File: src/rtl/streetlight_pkg.sv
// Shared types and helpers for the street-light array controller.
// Lamp state codes and the state-to-duty mapping used by every lamp channel.
package streetlight_pkg;

    typedef enum logic [1:0] {
        OFF    = 2'd0,
        DIM    = 2'd1,
        BRIGHT = 2'd2,
        HOLD   = 2'd3
    } lamp_state_t;

    function automatic int unsigned duty_of(lamp_state_t s, int unsigned dim_duty,
                                            int unsigned bright_duty);
        case (s)
            DIM:          return dim_duty;
            BRIGHT, HOLD: return bright_duty;
            default:      return 0;
        endcase
    endfunction

endpackage

File: src/rtl/streetlight_lamp_ch.sv
// One lamp channel: off/dim/bright/hold FSM, post-vehicle hold timer and PWM compare flop.
// With STREETLIGHT_RAMP_EN defined, duty ramps toward the target once per PWM period.
module streetlight_lamp_ch
    import streetlight_pkg::*;
#(
    parameter int PWM_W       = 8,
    parameter int DIM_DUTY    = 64,
    parameter int BRIGHT_DUTY = 255,
    parameter int HOLD_CYCLES = 1000,
    parameter int RAMP_STEP   = 4
) (
    input  logic              clk,
    input  logic              rst,
    input  logic              day_filt_i,
    input  logic              want_i,
    input  logic [PWM_W-1:0]  pwm_cnt_i,
    output logic              pwm_o,
    output lamp_state_t       state_o
);

    localparam int HOLD_W = (HOLD_CYCLES > 1) ? $clog2(HOLD_CYCLES) : 1;
    localparam logic [HOLD_W-1:0] HOLD_LOAD = HOLD_W'(HOLD_CYCLES - 1);

    lamp_state_t       state_q, state_d;
    logic [HOLD_W-1:0] hold_q, hold_d;
    logic [PWM_W-1:0]  target;
    logic [PWM_W-1:0]  duty;
    logic              pwm_q;

    // NOTE: every always_comb output gets a default first so no path can infer a latch.
    always_comb begin
        state_d = state_q;
        hold_d  = hold_q;
        if (day_filt_i) begin
            state_d = OFF;
            hold_d  = '0;
        end else begin
            case (state_q)
                OFF:    state_d = DIM;
                DIM:    if (want_i) state_d = BRIGHT;
                BRIGHT: begin
                    if (!want_i) begin
                        state_d = HOLD;
                        hold_d  = HOLD_LOAD;
                    end
                end
                HOLD: begin
                    if (want_i)             state_d = BRIGHT;
                    else if (hold_q == '0)  state_d = DIM;
                    else                    hold_d  = hold_q - 1'b1;
                end
                default: state_d = OFF;
            endcase
        end
    end

    // NOTE: state registers use non-blocking assignments so all flops update from pre-edge values.
    always_ff @(posedge clk or posedge rst) begin
        if (rst) begin
            state_q <= OFF;
            hold_q  <= '0;
        end else begin
            state_q <= state_d;
            hold_q  <= hold_d;
        end
    end

    assign target = PWM_W'(duty_of(state_q, DIM_DUTY, BRIGHT_DUTY));

`ifdef STREETLIGHT_RAMP_EN
    localparam logic [PWM_W:0] STEP = (PWM_W + 1)'(RAMP_STEP);

    logic [PWM_W-1:0] duty_q, duty_d;
    logic             period_end;

    // Duty only moves on the edge where the shared counter wraps to 0.
    assign period_end = (pwm_cnt_i == '1);

    always_comb begin
        duty_d = duty_q;
        if (day_filt_i) begin
            duty_d = '0;
        end else if (period_end) begin
            if (duty_q < target)
                duty_d = ({1'b0, target - duty_q} > STEP) ? duty_q + STEP[PWM_W-1:0] : target;
            else if (duty_q > target)
                duty_d = ({1'b0, duty_q - target} > STEP) ? duty_q - STEP[PWM_W-1:0] : target;
        end
    end

    always_ff @(posedge clk or posedge rst) begin
        if (rst) duty_q <= '0;
        else     duty_q <= duty_d;
    end

    assign duty = duty_q;
`else
    logic unused_ramp_step;
    assign unused_ramp_step = (RAMP_STEP != 0);
    assign duty = target;
`endif

    always_ff @(posedge clk or posedge rst) begin
        if (rst) pwm_q <= 1'b0;
        else     pwm_q <= (pwm_cnt_i < duty);
    end

    assign pwm_o   = pwm_q;
    assign state_o = state_q;

endmodule

File: src/rtl/streetlight_array_ctrl.sv
// Street-light array: day sensor sync/debounce, shared PWM counter, neighbour look-ahead.
// Optional duty ramping per lamp is enabled by defining STREETLIGHT_RAMP_EN.
module streetlight_array_ctrl
    import streetlight_pkg::*;
#(
    parameter int NUM_LAMPS    = 4,
    parameter int PWM_W        = 8,
    parameter int DIM_DUTY     = 64,
    parameter int BRIGHT_DUTY  = 255,
    parameter int HOLD_CYCLES  = 1000,
    parameter int DAY_DEBOUNCE = 16,
    parameter int RAMP_STEP    = 4
) (
    input  logic                   clk,
    input  logic                   rst,
    input  logic                   day,
    input  logic [NUM_LAMPS-1:0]   veh_detect,
    output logic [NUM_LAMPS-1:0]   pwm_out,
    output logic [2*NUM_LAMPS-1:0] lamp_state,
    output logic                   day_filt
);

    localparam int DEB_W = (DAY_DEBOUNCE > 1) ? $clog2(DAY_DEBOUNCE) : 1;
    localparam logic [DEB_W-1:0] DEB_LAST = DEB_W'(DAY_DEBOUNCE - 1);

    logic                 day_s1_q, day_s2_q;
    logic [DEB_W-1:0]     deb_cnt_q, deb_cnt_d;
    logic                 day_filt_q, day_filt_d;
    logic [PWM_W-1:0]     pwm_cnt_q;
    logic [NUM_LAMPS-1:0] want;
    lamp_state_t          lamp_st [NUM_LAMPS];

    // Counter tracks how long the synchronised input has disagreed with the filtered flag.
    always_comb begin
        deb_cnt_d  = '0;
        day_filt_d = day_filt_q;
        if (day_s2_q != day_filt_q) begin
            if (deb_cnt_q == DEB_LAST) day_filt_d = ~day_filt_q;
            else                       deb_cnt_d  = deb_cnt_q + 1'b1;
        end
    end

    always_ff @(posedge clk or posedge rst) begin
        if (rst) begin
            day_s1_q   <= 1'b1;
            day_s2_q   <= 1'b1;
            deb_cnt_q  <= '0;
            day_filt_q <= 1'b1;
            pwm_cnt_q  <= '0;
        end else begin
            day_s1_q   <= day;
            day_s2_q   <= day_s1_q;
            deb_cnt_q  <= deb_cnt_d;
            day_filt_q <= day_filt_d;
            pwm_cnt_q  <= pwm_cnt_q + 1'b1;
        end
    end

    // A vehicle at lamp i-1 also brightens lamp i, lighting the road ahead.
    always_comb begin
        want[0] = veh_detect[0];
        for (int i = 1; i < NUM_LAMPS; i++)
            want[i] = veh_detect[i] | veh_detect[i-1];
    end

    for (genvar g = 0; g < NUM_LAMPS; g++) begin : g_lamp
        streetlight_lamp_ch #(
            .PWM_W       (PWM_W),
            .DIM_DUTY    (DIM_DUTY),
            .BRIGHT_DUTY (BRIGHT_DUTY),
            .HOLD_CYCLES (HOLD_CYCLES),
            .RAMP_STEP   (RAMP_STEP)
        ) u_ch (
            .clk        (clk),
            .rst        (rst),
            .day_filt_i (day_filt_q),
            .want_i     (want[g]),
            .pwm_cnt_i  (pwm_cnt_q),
            .pwm_o      (pwm_out[g]),
            .state_o    (lamp_st[g])
        );
        assign lamp_state[2*g +: 2] = lamp_st[g];
    end

    assign day_filt = day_filt_q;

endmodule

File: config.mk
export PLATFORM = sky130hd
export DESIGN_NAME = streetlight_array_ctrl
export DESIGN_NICKNAME = d
export VERILOG_FILES = /design/src/rtl/streetlight_pkg.sv /design/src/rtl/streetlight_lamp_ch.sv /design/src/rtl/streetlight_array_ctrl.sv
export SDC_FILE = /design/constraint.sdc
export NUM_CORES = 1
export LEC_CHECK = 0
export CORE_ASPECT_RATIO = 1.1
export CORE_UTILIZATION = 55
export DETAILED_ROUTE_END_ITERATION = 8
export MAX_ROUTING_LAYER = met4
export PLACE_DENSITY = 0.74
export SLEW_MARGIN = 40
export SYNTH_ARGS = -nofsm -noshare
export SYNTH_HDL_FRONTEND = slang
export SYNTH_SLANG_ARGS = --single-unit
File: constraint.sdc
create_clock -name clk -period 2.4 [get_ports clk]
set_clock_uncertainty 0.2 [all_clocks]
set_input_delay 0.36 -clock clk [delete_from_list [all_inputs] [get_ports clk]]
set_output_delay 0.36 -clock clk [all_outputs]
set_load 0.1 [all_outputs]
==> impl_metrics.yaml <==
clocking:
  cts_buffers: 9
  cts.sinks: 67
  clockBufferDepth: 2
  clk_pin_slew_ps: 80
  cts_root_buf: "clkbuf_8"
  cts_tree: "done"
  htreeDepth: 3
  ctsHoldBuffers: 0
  clk_latency_ps: 340
sta:
  fin_crit_ps: 2300
  slew_headroom_pct: 68.5
  drv_slew: 0
  hold_ws_ps: 158
  fin_setup_tns_ps: 0
  setup_viol: 0
  final.period_utilization_pct: 95.7
  hold_viol: 0
  tightest_slew_ps: 467
  max_freq_mhz: 435
grt:
  antenna_found_initial: 0
  grt.overflow.total: 0
  grt_max_degree: 68
  grt_pass1_vias: 3484
  track_usage_pct: 25.4
  grt_pass1_wl_mm: 15.8
worst_setup_path:
  slowest_delay_ps: 470
  path_max_fanout: 7
  r2r-start: "g_lamp[1].u_ch.hold_q[0]"
  timing.rr.end: "g_lamp[1].u_ch.hold_q[2]"
  arrival_ps: 2330
  r2r_cells: 7
  cp.required_ps: 2430
  reg2reg_slack_ps: 100
  cp_slowest_cell: "or4b_1"
  critical_path_class: "register to register"
  crit_buf_inv: 2
  critical_path_cell_count: 7
  critPathLaunchType: "register"
  crit_family: "simple AND/OR/NAND/NOR gates"
  critPathCaptureType: "register"
  crit_chain: "inv_1, ha_2, or4b_1, buf_4, o32ai_4, nor2_1, o22a_1"
drt:
  ant_nets: 0
  wirelength_mm: 9.15
  routed-via-count: 3574
  dr.first_iter.drc_count: 192
  vias_per_cell: 6.11
  drt-pass1-iter-count: 4
  drc_errors: 0
  wl_per_cell_um: 15.6
min_path:
  hold_depth: 0
  hold_path.class: "register to register"
  hold_end: "day_s2_q"
  hp-start: "day_s1_q"
synthesis:
  synth_edf_count: 0
  ys.warnings.count: 0
  synth_cell_types: 56
  avgSynthCellArea_um2: 9.49
  synthCells: 448
  synth_fp_nets: 489
  postSynth.asyncResetShare_pct: 100
  ys_ff_latch: 67
  yosysSeqAreaShare_pct: 39.5
  synthFlopType: "dfrtp_1"
  syn_area_um2: 4250
place:
  port_buffers: 19
  hpwl_mm: 6.40
  gp_congestion: 0.843
  placed_cell_area_um2: 4600
floorplanning:
  core_area_um2: 7470
  rows: 33
  ios: 20
  dieArea_um2: 8080
  die_y_um: 94.2
  initial_core_util_pct: 56.9
  dieWidth_um: 85.8
power_and_ir_drop:
  power.density_nw_per_um2: 513
  leakagePower_nw: 2.06
  ir_drop_mv: 0.478
flow_run:
  max-cap-violations: 0
cells_and_area:
  layout.nets: 516
  mostFrequentLayoutCell: "dfrtp_1"
  drive_above_1_share_pct: 18.3
  final_cell_mix: "57 x dfrtp_1, 42 x a21oi_1, 41 x nor2_1, 33 x ha_1, 32 x buf_4"
  syn2layout_area_growth_pct: 13.6
  antennaDiodeCount: 0
  design_area_um2: 4830
  n_fill_cell: 609
status:
  status: "completed"
[cell type report]
class	count	area (µm²)	share of cell area [%]
multi-input combinational	336	2380	49.3
sequential	67	1690	35.1
timing repair buffer	40	340	7.05
clock buffer	10	138	2.85
tap	105	131	2.72
inverter	21	78.8	1.63
clock inverter	6	65.1	1.35
[timing repair]
| action | in CTS | in global routing |
|---|---|---|
| gates resized for setup | 0 | 3 |
| setup endpoints to repair | 0 | 9 |
| buffers inserted | 0 | 1 |
[Yosys cell counts (3+ instances only)]
library cell / count / area, µm²
dfrtp_1: 64 / 1600
a21oi_1: 42 / 210
nor2_1: 41 / 154
ha_1: 34 / 425
nor3_1: 23 / 115
inv_1: 21 / 78.8
a31oi_1: 20 / 125
o22a_1: 19 / 166
nand2_1: 11 / 41.3
nand3_1: 11 / 55.1
o21ai_0: 11 / 55.1
a21o_1: 10 / 75.1
a41oi_1: 10 / 87.6
clkbuf_1: 9 / 33.8
and2_1: 8 / 50.1
o31ai_1: 8 / 60.1
a21oi_2: 6 / 52.6
buf_4: 6 / 45.0
xnor2_1: 6 / 52.6
mux2_2: 5 / 56.3
nor3b_1: 5 / 37.5
or3_1: 5 / 31.3
a211oi_1: 4 / 30.0
a31o_2: 4 / 35.0
and3_1: 4 / 25.0
buf_1: 4 / 15.0
buf_2: 4 / 20.0
nand2b_1: 4 / 25.0
nor4_1: 4 / 25.0
dfstp_2: 3 / 78.8
nor2b_1: 3 / 18.8
nor4b_1: 3 / 26.3
or4_1: 3 / 22.5
[worst reg2reg max path, stage by stage, from the launching register on]
cell     delay (ps)
dfrtp_1         410
inv_1           100
ha_2            210
or4b_1          470
buf_4           190
o32ai_4         330
nor2_1           90
o22a_1          190
[where the power goes]
group	internal [mW]	switching [mW]
registers	1.17	0.0468
logic	0.116	0.176
clock network	0.508	0.463
[cell families after synthesis]
kind of cell,Yosys count,synth area share [%]
and+or+nand+nor,136,17.3
xor gates and xnor gates,8,1.65
muxes,7,1.80
buffers and inverters,45,4.80
AOI/OAI and AO/OA,151,25.0
adders and majority gates,34,10.0
DFF,67,39.5
[through the flow]
stage	setup WS [ps]	power, mW	cells	utilization [%]
after floorplan	14.2	1.44	448	-
after global placement	88.9	1.52	568	61.6
after detailed placement	44.4	1.53	568	61.6
after CTS	14.5	2.50	584	64.3
after global routing	-8.30	2.58	585	64.6
final	102	2.48	585	64.6
[routing by layer]
metal  track usage [%]  routed length (µm)
met5                 -                   0
met2              42.3                4510
met1              31.3                4150
met4              10.8                 141
met3              2.99                 348
[sequential cells by signal, indices dropped and copies added (netlist names)]
register / count
g_lamp.u_ch.pwm_o: 4
day_filt: 1
g_lamp.u_ch.hold_q: 40
deb_cnt_q: 4
day_s1_q: 1
day_s2_q: 1
pwm_cnt_q: 8
g_lamp.u_ch.state_o: 8
[worst max-delay path by stage]
stage	from	to	slack, ps
3_5_place_dp	g_lamp[1].u_ch.hold_q[0]	g_lamp[1].u_ch.hold_q[3]	40
4_1_cts	g_lamp[1].u_ch.hold_q[0]	g_lamp[1].u_ch.hold_q[3]	10
6_report	g_lamp[1].u_ch.hold_q[0]	g_lamp[1].u_ch.hold_q[2]	100
3_3_place_gp	veh_detect[1]	g_lamp[2].u_ch.hold_q[1]	90
2_1_floorplan	rst	g_lamp[0].u_ch.state_o[1]	10
5_1_grt	g_lamp[1].u_ch.hold_q[0]	g_lamp[1].u_ch.hold_q[2]	-8
No activity file was read; power rests on OpenSTA's default activity.
